<file path="src/rtl/xout_fifo_if.sv">
// Handshake/status bundle between the add/sub result stage, xout_fifo and its consumer.
// PEAK exists only when XOUT_FIFO_PEAK_EN is defined.
interface xout_fifo_if #(
  parameter int unsigned NBITS      = 8,
  parameter int unsigned DEPTH_LOG2 = 3
);
  logic                  IN_VALID;
  logic [NBITS-1:0]      IN_DATA;
  logic                  OUT_VALID;
  logic                  OUT_READY;
  logic [NBITS-1:0]      OUT_DATA;
  logic [DEPTH_LOG2:0]   COUNT;
  logic                  FULL;
  logic                  EMPTY;
  logic                  OVF;
  logic                  CLR_STAT;
`ifdef XOUT_FIFO_PEAK_EN
  logic [NBITS-1:0]      PEAK;
`endif

  // FIFO side
  modport slave (
    input  IN_VALID, IN_DATA, OUT_READY, CLR_STAT,
    output OUT_VALID, OUT_DATA, COUNT, FULL, EMPTY, OVF
`ifdef XOUT_FIFO_PEAK_EN
    , output PEAK
`endif
  );

  // Producer/consumer side
  modport master (
    output IN_VALID, IN_DATA, OUT_READY, CLR_STAT,
    input  OUT_VALID, OUT_DATA, COUNT, FULL, EMPTY, OVF
`ifdef XOUT_FIFO_PEAK_EN
    , input PEAK
`endif
  );
endinterface

</file>
<file path="src/rtl/xout_fifo.sv">
// First-word-fall-through elastic buffer for XOUT results; drops and flags samples when full.
// Optional running-maximum register enabled by defining XOUT_FIFO_PEAK_EN.
module xout_fifo #(
  parameter int unsigned NBITS      = 8,
  parameter int unsigned DEPTH_LOG2 = 3
) (
  input  logic       CLK,
  input  logic       RST_N,
  xout_fifo_if.slave bus
);
  localparam int unsigned DEPTH = 1 << DEPTH_LOG2;
  localparam int unsigned CW    = DEPTH_LOG2 + 1;

  logic [NBITS-1:0]      mem_q [DEPTH];
  logic [DEPTH_LOG2-1:0] wr_ptr_q, wr_ptr_d;
  logic [DEPTH_LOG2-1:0] rd_ptr_q, rd_ptr_d;
  logic [CW-1:0]         count_q, count_d;
  logic                  ovf_q, ovf_d;

  logic full_c, empty_c, pop_c, push_c, drop_c;

  // Status is derived only from registered count
  assign full_c  = (count_q == CW'(DEPTH));
  assign empty_c = (count_q == CW'(0));
  // A same-cycle pop frees the head slot, so a full buffer can still accept
  assign pop_c   = !empty_c && bus.OUT_READY;
  assign push_c  = bus.IN_VALID && (!full_c || pop_c);
  assign drop_c  = bus.IN_VALID && full_c && !pop_c;

  always_comb begin
    wr_ptr_d = wr_ptr_q;
    rd_ptr_d = rd_ptr_q;
    count_d  = count_q;
    ovf_d    = ovf_q;
    if (push_c) wr_ptr_d = wr_ptr_q + DEPTH_LOG2'(1);
    if (pop_c)  rd_ptr_d = rd_ptr_q + DEPTH_LOG2'(1);
    if (push_c && !pop_c)      count_d = count_q + CW'(1);
    else if (pop_c && !push_c) count_d = count_q - CW'(1);
    if (drop_c)       ovf_d = 1'b1;
    if (bus.CLR_STAT) ovf_d = 1'b0;
  end

  always_ff @(posedge CLK or negedge RST_N) begin
    if (!RST_N) begin
      wr_ptr_q <= '0;
      rd_ptr_q <= '0;
      count_q  <= '0;
      ovf_q    <= 1'b0;
    end else begin
      wr_ptr_q <= wr_ptr_d;
      rd_ptr_q <= rd_ptr_d;
      count_q  <= count_d;
      ovf_q    <= ovf_d;
    end
  end

  // Storage array is intentionally not reset
  always_ff @(posedge CLK) begin
    if (push_c) mem_q[wr_ptr_q] <= bus.IN_DATA;
  end

`ifdef XOUT_FIFO_PEAK_EN
  logic [NBITS-1:0] peak_q, peak_d;

  always_comb begin
    peak_d = peak_q;
    if (bus.CLR_STAT)                              peak_d = push_c ? bus.IN_DATA : '0;
    else if (push_c && (bus.IN_DATA > peak_q))     peak_d = bus.IN_DATA;
  end

  always_ff @(posedge CLK or negedge RST_N) begin
    if (!RST_N) peak_q <= '0;
    else        peak_q <= peak_d;
  end

  assign bus.PEAK = peak_q;
`endif

  assign bus.OUT_VALID = !empty_c;
  assign bus.OUT_DATA  = mem_q[rd_ptr_q];
  assign bus.COUNT     = count_q;
  assign bus.FULL      = full_c;
  assign bus.EMPTY     = empty_c;
  assign bus.OVF       = ovf_q;
endmodule

</file>
<file path="src/flat_wrapper.sv">
// flat-port wrapper written by rule: the top's interface ports become plain ports
module xout_fifo_flat 
#(
  parameter int unsigned NBITS      = 8,
  parameter int unsigned DEPTH_LOG2 = 3
)
  (CLK, RST_N, bus_IN_VALID, bus_IN_DATA, bus_OUT_READY, bus_CLR_STAT, bus_OUT_VALID, bus_OUT_DATA, bus_COUNT, bus_FULL, bus_EMPTY, bus_OVF);
  xout_fifo_if #(.NBITS(NBITS), .DEPTH_LOG2(DEPTH_LOG2)) bus_i ();
  input  logic CLK;
  input  logic RST_N;
  input wire logic [$bits(bus_i.IN_VALID)-1:0] bus_IN_VALID;
  input wire logic [$bits(bus_i.IN_DATA)-1:0] bus_IN_DATA;
  input wire logic [$bits(bus_i.OUT_READY)-1:0] bus_OUT_READY;
  input wire logic [$bits(bus_i.CLR_STAT)-1:0] bus_CLR_STAT;
  output wire logic [$bits(bus_i.OUT_VALID)-1:0] bus_OUT_VALID;
  output wire logic [$bits(bus_i.OUT_DATA)-1:0] bus_OUT_DATA;
  output wire logic [$bits(bus_i.COUNT)-1:0] bus_COUNT;
  output wire logic [$bits(bus_i.FULL)-1:0] bus_FULL;
  output wire logic [$bits(bus_i.EMPTY)-1:0] bus_EMPTY;
  output wire logic [$bits(bus_i.OVF)-1:0] bus_OVF;
  assign bus_i.IN_VALID = bus_IN_VALID;
  assign bus_i.IN_DATA = bus_IN_DATA;
  assign bus_i.OUT_READY = bus_OUT_READY;
  assign bus_i.CLR_STAT = bus_CLR_STAT;
  assign bus_OUT_VALID = bus_i.OUT_VALID;
  assign bus_OUT_DATA = bus_i.OUT_DATA;
  assign bus_COUNT = bus_i.COUNT;
  assign bus_FULL = bus_i.FULL;
  assign bus_EMPTY = bus_i.EMPTY;
  assign bus_OVF = bus_i.OVF;
  xout_fifo #(.NBITS(NBITS), .DEPTH_LOG2(DEPTH_LOG2)) u_core (.CLK(CLK), .RST_N(RST_N), .bus(bus_i));
endmodule
</file>
<file path="config.mk">
export PLATFORM = sky130hd
export DESIGN_NAME = xout_fifo_flat
export DESIGN_NICKNAME = d
export VERILOG_FILES = /design/src/rtl/xout_fifo_if.sv /design/src/rtl/xout_fifo.sv /design/src/flat_wrapper.sv
export SDC_FILE = /design/constraint.sdc
export NUM_CORES = 1
export LEC_CHECK = 0
export CORE_AREA = 3 3 71 100
export DETAILED_ROUTE_END_ITERATION = 16
export DIE_AREA = 0 0 74 103
export GPL_ROUTABILITY_DRIVEN = 0
export PLACE_DENSITY = 0.66
export SLEW_MARGIN = 10
export SYNTH_ARGS = -nofsm -noshare
export SYNTH_HDL_FRONTEND = slang
export SYNTH_SLANG_ARGS = --single-unit
</file>
<file path="constraint.sdc">
create_clock -name CLK -period 7.55 [get_ports CLK]
set_input_delay 1.51 -clock CLK [delete_from_list [all_inputs] [get_ports CLK]]
set_output_delay 1.51 -clock CLK [all_outputs]
set_load 0.02 [all_outputs]
</file>
==> results of run 1 <==
-- power breakdown --
group	switching (uW)	total (uW)	internal, uW
clock	136	251	115
combinational	220	507	287
sequential	114	646	532
total	470	1400	934
-- worst min-delay path: stages (launching register included) --
cell	delay (ns)
dfrtp_1	0.35
a31oi_1	0.04
nor2_1	0.08
-- synthesized netlist by cell type, types with 2 or more instances --
| library cell | count | area [sq um] |
|---|---|---|
| clkbuf_1 | 2 | 7.510 |
| mux4_2 | 16 | 360.4 |
| buf_2 | 2 | 10.01 |
| nand2_1 | 3 | 11.26 |
| a21oi_1 | 2 | 10.01 |
| nand2b_1 | 2 | 12.51 |
| o211ai_1 | 4 | 30.03 |
| nand3_1 | 2 | 10.01 |
| or4_1 | 2 | 15.01 |
| nor2_1 | 4 | 15.01 |
| mux2_2 | 10 | 112.6 |
| edfxtp_1 | 64 | 1922 |
| xnor2_1 | 5 | 43.79 |
| ha_1 | 5 | 62.56 |
| dfrtp_1 | 11 | 275.3 |
| inv_2 | 2 | 7.510 |
| nor3_1 | 5 | 25.02 |
| inv_1 | 2 | 7.510 |
-- stage by stage --
step                util (%)  instance area, sq um  instances
floorplan                  -                  3102        159
global placement       55.44                  3467        254
detailed placement     55.44                  3467        254
CTS                    57.98                  3626        270
global route           57.98                  3626        270
finish                 57.98                  3626        270
-- registers in the layout, summed over array words and instances, names as in the netlist --
name              cells
u_core.mem_q         64
u_core.rd_ptr_q       3
u_core.bus.COUNT      4
u_core.wr_ptr_q       3
u_core.bus.OVF        1
-- area by class of cell --
class	instances	area (sq um)
multi-input cells	74	877.1
fillers	478	2628
clock inverters	7	35.03
repair buffers	29	287.8
inverters	4	15.01
flip-flops and latches	75	2197
well taps	72	90.09
clock buffers	9	123.9
-- worst min-delay path by stage --
stage	startpoint	to	slack [ns]	cells past startpoint
2_1_floorplan	u_core.wr_ptr_q[2]$_DFFE_PN0P_	u_core.wr_ptr_q[2]$_DFFE_PN0P_	0.52	1
3_3_place_gp	u_core.bus.OVF$_DFFE_PN0P_	u_core.bus.OVF$_DFFE_PN0P_	0.49	2
3_5_place_dp	u_core.bus.OVF$_DFFE_PN0P_	u_core.bus.OVF$_DFFE_PN0P_	0.51	2
4_1_cts	u_core.bus.OVF$_DFFE_PN0P_	u_core.bus.OVF$_DFFE_PN0P_	0.53	2
5_1_grt	u_core.bus.OVF$_DFFE_PN0P_	u_core.bus.OVF$_DFFE_PN0P_	0.55	2
6_report	u_core.bus.OVF$_DFFE_PN0P_	u_core.bus.OVF$_DFFE_PN0P_	0.52	2
-- cells by family after synthesis --
logic type	Yosys count	share of synthesized area, %
compound gates	11	3.066
xor+xnor	6	1.694
fa+ha+maj	6	2.662
buf+inv	10	1.533
flops	75	70.83
mux	28	16.05
simple gates	23	4.155
-- routing by layer --
metal	wire length, um	track usage (%)	vias up
li1	-	-	708
met1	2121	18.07	786
met2	3063	29.71	40
met3	216	3.902	13
met4	157	6.974	0
met5	0	0	-
==> out/qor.csv, run 1 <==
metric;value;unit
outcome;finished, final reports clean;
Worst Path Max Fanout;18;
Antenna diodes;0;
clk_lat worst skew;0.33;ns
Root Buffer;clkbuf_8;
pin count of the biggest net entering global routing;19;
CP delay by family, top;flip-flops;
Worst Path Buf+Inv;1;
CP Cell Sequence;mux4_2 -> mux2_2 -> clkdlybuf4s50_1;
height of the die;103;um
RSZ-0062 raised after global routing;no;
Main synth FF type;edfxtp_1;
Post-DRT Antenna Nets;0;
worst setup path endpoint;bus_OUT_DATA[6];
Initial DRC Count;107;
I/O Pins;29;
R2R Setup Slk;4.46;ns
crit end category;output port;
register bit total from synthesis;75;
GR Overflow Total;0;
fin nets;212;
Setup WS post-layout;3.182;ns
Post-Syn Instances;159;
R2R cell count;9;
worst hold path type;reg -> reg;
initial core utilization;49.60;%
Post-CTS Resized;0;
CTS Sinks;75;
CP peak stage delay;1.09;ns
Hold Buf Count CTS;0;
vias in the first global route;1750;
WP data arrival;2.86;ns
Avg Inst Size Synth;19.51;sq um
Hold Fails Final Rpt;0;
setup bufs post-CTS;0;
critical path's slowest cell;dfrtp_1;
Final min period;4.368;ns
EDFF count, synth;64;
PwrDens;387.1;nW/um^2
total CTS buffers;9;
Post-DP HPWL;3641;um
Critical path origin;u_core.rd_ptr_q[0]$_DFFE_PN0N_;
most frequent cells in the layout;edfxtp_1, clkdlybuf4s50_1, mux4_2, dfrtp_1, mux2_2;
crit path kind;reg -> out;
R2R Path Start;u_core.bus.COUNT[0]$_DFFE_PN0P_;
total of max-cap violations;0;
Post-Place Worst Slack;3.455;ns
r2r endpoint;u_core.bus.COUNT[3]$_DFFE_PN0P_;
htree depth;3;
sequential fraction of the synthesis area;70.84;%
ys async rst share;14.67;%
commonest non-fill, non-tap cell in the layout;edfxtp_1;
Worst slew margin;24.98;%
layout cell share with drive strength beyond 1;25.76;%
CTS tree;done;
Synth Warn #;0;
final setup fails;0;
I/O Buffers;28;
Synth cell types;34;
Clock transition at path regs;0.07;ns
Area Overhead vs Synth;16.90;%
full die area;7622;sq um
via count;1547;
Tightest Pin Transition;1.125;ns
WL per Instance;20.58;um
peak supply drop;0.0002172;V
Die X;74;um
row count;34;
drt pass-1 iters;4;
core box area;6254;sq um
Max Clk Rate;0.2289;GHz
total design power;1404;uW
initial antenna violation count;0;
# DRC;0;
vias per inst;5.730;
first-pass GRT wire length;8838;um
Clock Path Buffers;2;
final max-slew violation count;0;
critical path depth in cells;3;
period utilisation layout;57.86;%
setup tns final;0;ns
Routed Wire Length;5557;um
CP required;6.04;ns
GRT Util Overall;16.41;%
CP Launch Type;flop;
synthesized net count;178;
Final Skew;0.003541;ns
Post-Synthesis Cell Area;3102;sq um
worst hold slack;0.5186;ns
Leak Pwr;0.001212;uW
No activity file was read; power rests on OpenSTA's default activity.
==> run 2: changes to the inputs <==
clock period = 4.35 ns   (was 7.55 ns; I/O delays follow)
==> run 2 against run 1 <==
  * Sequential power up 70%
  * Clock power up 130%
  * Hold slack worse by 0.0027 ns
  * Critical path depth up 1
  * Clock-buffer cell count unchanged
  * Combinational power up 82%
  * Worst setup slack worse by 2.4 ns
  * Global-route usage up 0.84 points
  * Sequential cell count unchanged
  * Final cell count up 0.37%
  * Die area unchanged
  * Largest power group unchanged
==> out/qor.csv, run 2 (same netlist as run 1, synthesis figures left out) <==
metric;value;unit;change
worst hold path type;reg -> reg;;
# DRC;0;;unchanged
combinational share of power;35.3;%;-0.8 points
crit path kind;reg -> out;;
RSZ-0062 raised after global routing;no;;
Die X;74;um;unchanged
r2r endpoint;u_core.bus.COUNT[3]$_DFFE_PN0P_;;
I/O Pins;29;;unchanged
Clock Power Share;22.6;%;+4.7 points
R2R Setup Slk;1.34;ns;-3.12 ns
Cell Count, Final, Fillers Out;271;;+0.37%
clk_lat worst skew;0.35;ns;+0.02 ns
vias per inst;5.856;;+2.2%
setup tns final;0;ns;unchanged
row count;34;;unchanged
Reg power frac;42.1;%;-3.9 points
most frequent cells in the layout;edfxtp_1, clkdlybuf4s50_1, mux4_2, dfrtp_1, mux2_2;;
R2R Path Start;u_core.bus.COUNT[0]$_DFFE_PN0P_;;
final max-slew violation count;0;;unchanged
Leak Pwr;0.001243;uW;+2.6%
pin count of the biggest net entering global routing;19;;unchanged
commonest non-fill, non-tap cell in the layout;edfxtp_1;;
FF+latch area;2197;sq um;unchanged
Max Clk Rate;0.2818;GHz;
vias in the first global route;1794;;+2.5%
setup bufs post-CTS;0;;unchanged
multi-input logic area;877.1;sq um;unchanged
Worst slew margin;38.01;%;+13 points
Area Overhead vs Synth;19.20;%;
Setup WS post-layout;0.8016;ns;-2.380 ns
hold worst-path end;u_core.bus.OVF$_DFFE_PN0P_;;
initial antenna violation count;0;;unchanged
largest reg by FF count;u_core.mem_q;;
final setup fails;0;;unchanged
layout cell share with drive strength beyond 1;27.14;%;+1.4 points
Fillers;455;;-4.8%
Hold Fails Final Rpt;0;;unchanged
PwrDens;704.6;nW/um^2;+82%
CP required;3.48;ns;-2.56 ns
Routed Wire Length;5737;um;+3.2%
design area;3697;sq um;+2.0%
Root Buffer;clkbuf_8;;
Post-Place Worst Slack;0.9927;ns;-2.463 ns
Post-DRT Antenna Nets;0;;unchanged
Hold Buf Count CTS;0;;unchanged
Initial DRC Count;108;;+0.93%
total CTS buffers;9;;unchanged
sw power;850.2;uW;+81%
via count;1587;;+2.6%
GR Overflow Total;0;;unchanged
htree depth;3;;unchanged
fin nets;213;;+0.47%
internal power;1755;uW;+88%
Hold Path Depth;2;;unchanged
Post-DP HPWL;3808;um;+4.6%
GRT Util Overall;17.26;%;+0.84 points
drt pass-1 iters;4;;unchanged
height of the die;103;um;unchanged
outcome;finished, final reports clean;;
Largest register FFs;64;;unchanged
worst min-delay path startpoint;u_core.bus.OVF$_DFFE_PN0P_;;
placed instance count;255;;+0.39%
CP Launch Type;flop;;
Clock transition at path regs;0.07;ns;about the same
WP data arrival;2.68;ns;-0.18 ns
Clock Path Buffers;2;;unchanged
Post-CTS Resized;0;;unchanged
Final min period;3.548;ns;
crit end category;output port;;
Post-DP Area;3475;sq um;+0.22%
Tightest Pin Transition;0.9264;ns;-0.1989 ns
CTS Sinks;75;;unchanged
total of max-cap violations;0;;unchanged
first-pass GRT wire length;9163;um;+3.7%
core box area;6254;sq um;unchanged
period utilisation layout;81.57;%;
initial core utilization;49.60;%;unchanged
R2R cell count;9;;unchanged
CTS tree;done;;
peak supply drop;0.0004026;V;+85%
WL per Instance;21.17;um;+2.9%
switching share of total power;32.63;%;-0.85 points
I/O Buffers;28;;unchanged
total design power;2605;uW;+86%
Worst Path Max Fanout;10;;-8
full die area;7622;sq um;unchanged
Antenna diodes;0;;unchanged
Final Skew;0.01068;ns;+0.007136 ns
==> run 2: how the worst max path moves through the flow <==
stage,start,endpoint,slack [ns],cells past startpoint
detailed placement,bus_OUT_READY,u_core.bus.COUNT[3]$_DFFE_PN0P_,0.99,9
CTS,u_core.rd_ptr_q[0]$_DFFE_PN0N_,bus_OUT_DATA[4],0.72,4
floorplan,u_core.bus.COUNT[0]$_DFFE_PN0P_,u_core.bus.COUNT[3]$_DFFE_PN0P_,1.52,9
global route,u_core.rd_ptr_q[0]$_DFFE_PN0N_,bus_OUT_DATA[1],0.65,4
global placement,bus_OUT_READY,u_core.bus.COUNT[3]$_DFFE_PN0P_,1.13,9
finish,u_core.rd_ptr_q[0]$_DFFE_PN0N_,bus_OUT_DATA[4],0.80,4
==> run 2: worst max-delay path, stage by stage (launching register included) <==
cell and delay [ns]:
dfrtp_1 0.65, buf_4 0.34, mux4_2 0.53, mux2_2 0.27, clkdlybuf4s50_1 0.54
==> run 2: power by group through the flow <==
stage / clock [uW] / combinational, uW / sequential [uW]
global placement: 0 / 901 / 1100
finish: 588 / 921 / 1100
CTS: 597 / 936 / 1100
detailed placement: 0 / 934 / 1110
floorplan: 0 / 655 / 1030
global route: 635 / 999 / 1120
==> run 2: area by class of cell <==
cell class	count	share of cell area, %
multi-input cells	74	23.72
clock inverters	7	2.673
clock buffers	9	3.350
flip-flops and latches	75	59.42
well taps	72	2.437
inverters	4	0.4061
repair buffers	30	7.986
==> run 2: per-stage QoR <==
step	utilization [%]	hold WS, ns
floorplan	-	0.5186
global placement	55.56	0.4949
detailed placement	55.56	0.5013
CTS	59.12	0.5241
global route	59.12	0.5541
finish	59.12	0.5159
==> run 2: routing by layer <==
layer | up-vias | GRT usage, % | wire, um
met1 | 809 | 19.72 | 2202
met2 | 44 | 29.51 | 3129
met5 | - | 0 | 0
li1 | 716 | - | -
met3 | 18 | 4.000 | 233
met4 | 0 | 9.484 | 172
==> run 3: changes to the inputs <==
clock period = 3.6 ns   (was 4.35 ns; I/O delays follow)
==> run 3 against run 2 <==
  * Die area is the same
  * Combinational power grew 26%
  * Worst setup slack lost 0.38 ns
  * Clock skew shrank 0.0022 ns
  * Sequential share of layout area is essentially flat
  * Final area is essentially flat
  * First-iteration DRC count shrank 30%
  * Critical endpoint is now bus_OUT_DATA[2]
  * Hold slack gained 0.016 ns
  * Via count is essentially flat
  * Sequential power grew 17%
  * Wire length shrank 2.1%
==> out/qor.csv, run 3 (same netlist as run 1, synthesis figures left out) <==
metric;value;unit;change
row count;34;;unchanged
post-layout util;59.16;%;about the same
Hold Fails Final Rpt;0;;unchanged
I/O Pins;29;;unchanged
CP required;2.88;ns;-0.60 ns
setup tns final;0;ns;unchanged
R2R cell count;9;;unchanged
Post-CTS Resized;0;;unchanged
WP data arrival;2.46;ns;-0.22 ns
Initial DRC Count;76;;-30%
Post-DP Area;3515;sq um;+1.2%
full die area;7622;sq um;unchanged
Routed Wire Length;5617;um;-2.1%
total of max-cap violations;0;;unchanged
Area Overhead vs Synth;19.28;%;about the same
worst hold path type;reg -> reg;;
switching share of total power;32.37;%;-0.26 points
Clock Power Share;19.8;%;-2.8 points
Clock Path Buffers;2;;unchanged
initial core utilization;49.60;%;unchanged
Root Buffer;clkbuf_8;;
Max Clk Rate;0.3142;GHz;
Post-DP HPWL;3707;um;-2.7%
Largest register FFs;64;;unchanged
outcome;finished, final reports clean;;
Die X;74;um;unchanged
drt pass-1 iters;4;;unchanged
sw power;989.8;uW;+16%
GRT Util Overall;16.60;%;-0.66 points
CTS tree;done;;
RSZ-0062 raised after global routing;no;;
CP Launch Type;flop;;
largest reg by FF count;u_core.mem_q;;
total design power;3058;uW;+17%
Final Skew;0.008498;ns;-0.002180 ns
Hold Path Depth;2;;unchanged
fin nets;221;;+3.8%
Final min period;3.183;ns;
core box area;6254;sq um;unchanged
Post-DRT Antenna Nets;0;;unchanged
Worst Path Max Fanout;18;;+8
design area;3700;sq um;about the same
# DRC;0;;unchanged
Antenna diodes;0;;unchanged
Reg power frac;42.3;%;+0.2 points
commonest non-fill, non-tap cell in the layout;edfxtp_1;;
GR Overflow Total;0;;unchanged
setup bufs post-CTS;0;;unchanged
most frequent cells in the layout;edfxtp_1, clkdlybuf4s50_1, mux4_2, dfrtp_1;;
I/O Buffers;28;;unchanged
period utilisation layout;88.41;%;
clk_lat worst skew;0.34;ns;about the same
layout cell share with drive strength beyond 1;26.57;%;-0.57 points
Worst slew margin;44.20;%;+6.2 points
height of the die;103;um;unchanged
total CTS buffers;9;;unchanged
pin count of the biggest net entering global routing;19;;unchanged
crit end category;output port;;
WL per Instance;20.13;um;-4.9%
via count;1588;;+0.063%
peak supply drop;0.0004916;V;+22%
Clock transition at path regs;0.07;ns;about the same
internal power;2068;uW;+18%
Leak Pwr;0.001258;uW;+1.2%
htree depth;3;;unchanged
vias per inst;5.692;;-2.8%
final setup fails;0;;unchanged
crit path kind;reg -> out;;
PwrDens;826.4;nW/um^2;+17%
Hold Buf Count CTS;0;;unchanged
combinational share of power;37.9;%;+2.6 points
final max-slew violation count;0;;unchanged
initial antenna violation count;0;;unchanged
R2R Setup Slk;0.57;ns;-0.77 ns
vias in the first global route;1678;;-6.5%
CTS Sinks;75;;unchanged
first-pass GRT wire length;8776;um;-4.2%
Tightest Pin Transition;0.8371;ns;-0.08930 ns
-- run 3: changes by cell type in the layout (fill, tap and decap cells not counted), sizes merged --
cell / before / now
buf: 2 / 10
clkbuf: 9 / 11
clkinvlp: 1 / 2
bufinv: 2 / 1
inv: 6 / 4
-- run 3: critical path: stages, from the launching register on --
cell             delay [ns]
dfrtp_1                0.89
mux4_2                 0.42
mux2_2                 0.28
clkdlybuf4s50_1        0.54
-- run 3: power groups by stage --
stage                     combinational [uW]  clock, uW  sequential, uW
after floorplan                          791          0            1250
after global routing                    1260        668            1320
final                                   1160        604            1290
after detailed placement                1170          0            1310
after global placement                  1140          0            1300
after CTS                               1180        624            1300
-- run 3: through the flow --
stage / setup WS (ns) / hold slack, ns / instances
4_1_cts: 0.3465 / 0.5405 / 279
6_report: 0.4171 / 0.5323 / 279
5_1_grt: 0.3053 / 0.5616 / 279
3_3_place_gp: 0.5592 / 0.5155 / 263
2_1_floorplan: 0.7681 / 0.4244 / 159
3_5_place_dp: 0.4112 / 0.5210 / 263
-- run 3: worst paths after layout --
kind | endpoint | start
min in group asynchronous | u_core.bus.COUNT[0]$_DFFE_PN0P_ | RST_N
hold reg to reg | u_core.bus.OVF$_DFFE_PN0P_ | u_core.bus.OVF$_DFFE_PN0P_
setup reg to reg | u_core.bus.COUNT[3]$_DFFE_PN0P_ | u_core.bus.COUNT[0]$_DFFE_PN0P_
hold / removal | u_core.bus.OVF$_DFFE_PN0P_ | u_core.bus.OVF$_DFFE_PN0P_
max in group asynchronous | u_core.wr_ptr_q[1]$_DFFE_PN0P_ | RST_N
setup / recovery | bus_OUT_DATA[2] | u_core.rd_ptr_q[1]$_DFFE_PN0N_
-- run 3: final cells by class --
type	instances	area, sq um
inverters	4	15.01
flip-flops and latches	75	2197
well taps	72	90.09
clock inverters	5	53.80
repair buffers	38	355.3
fillers	466	2554
clock buffers	11	131.4
multi-input cells	74	857.1
-- run 3: layer usage --
metal  track usage [%]  wire [um]
met1             20.66       2314
met2             27.32       2955
met3             4.488        225
met4             6.834        121
met5                 0          0
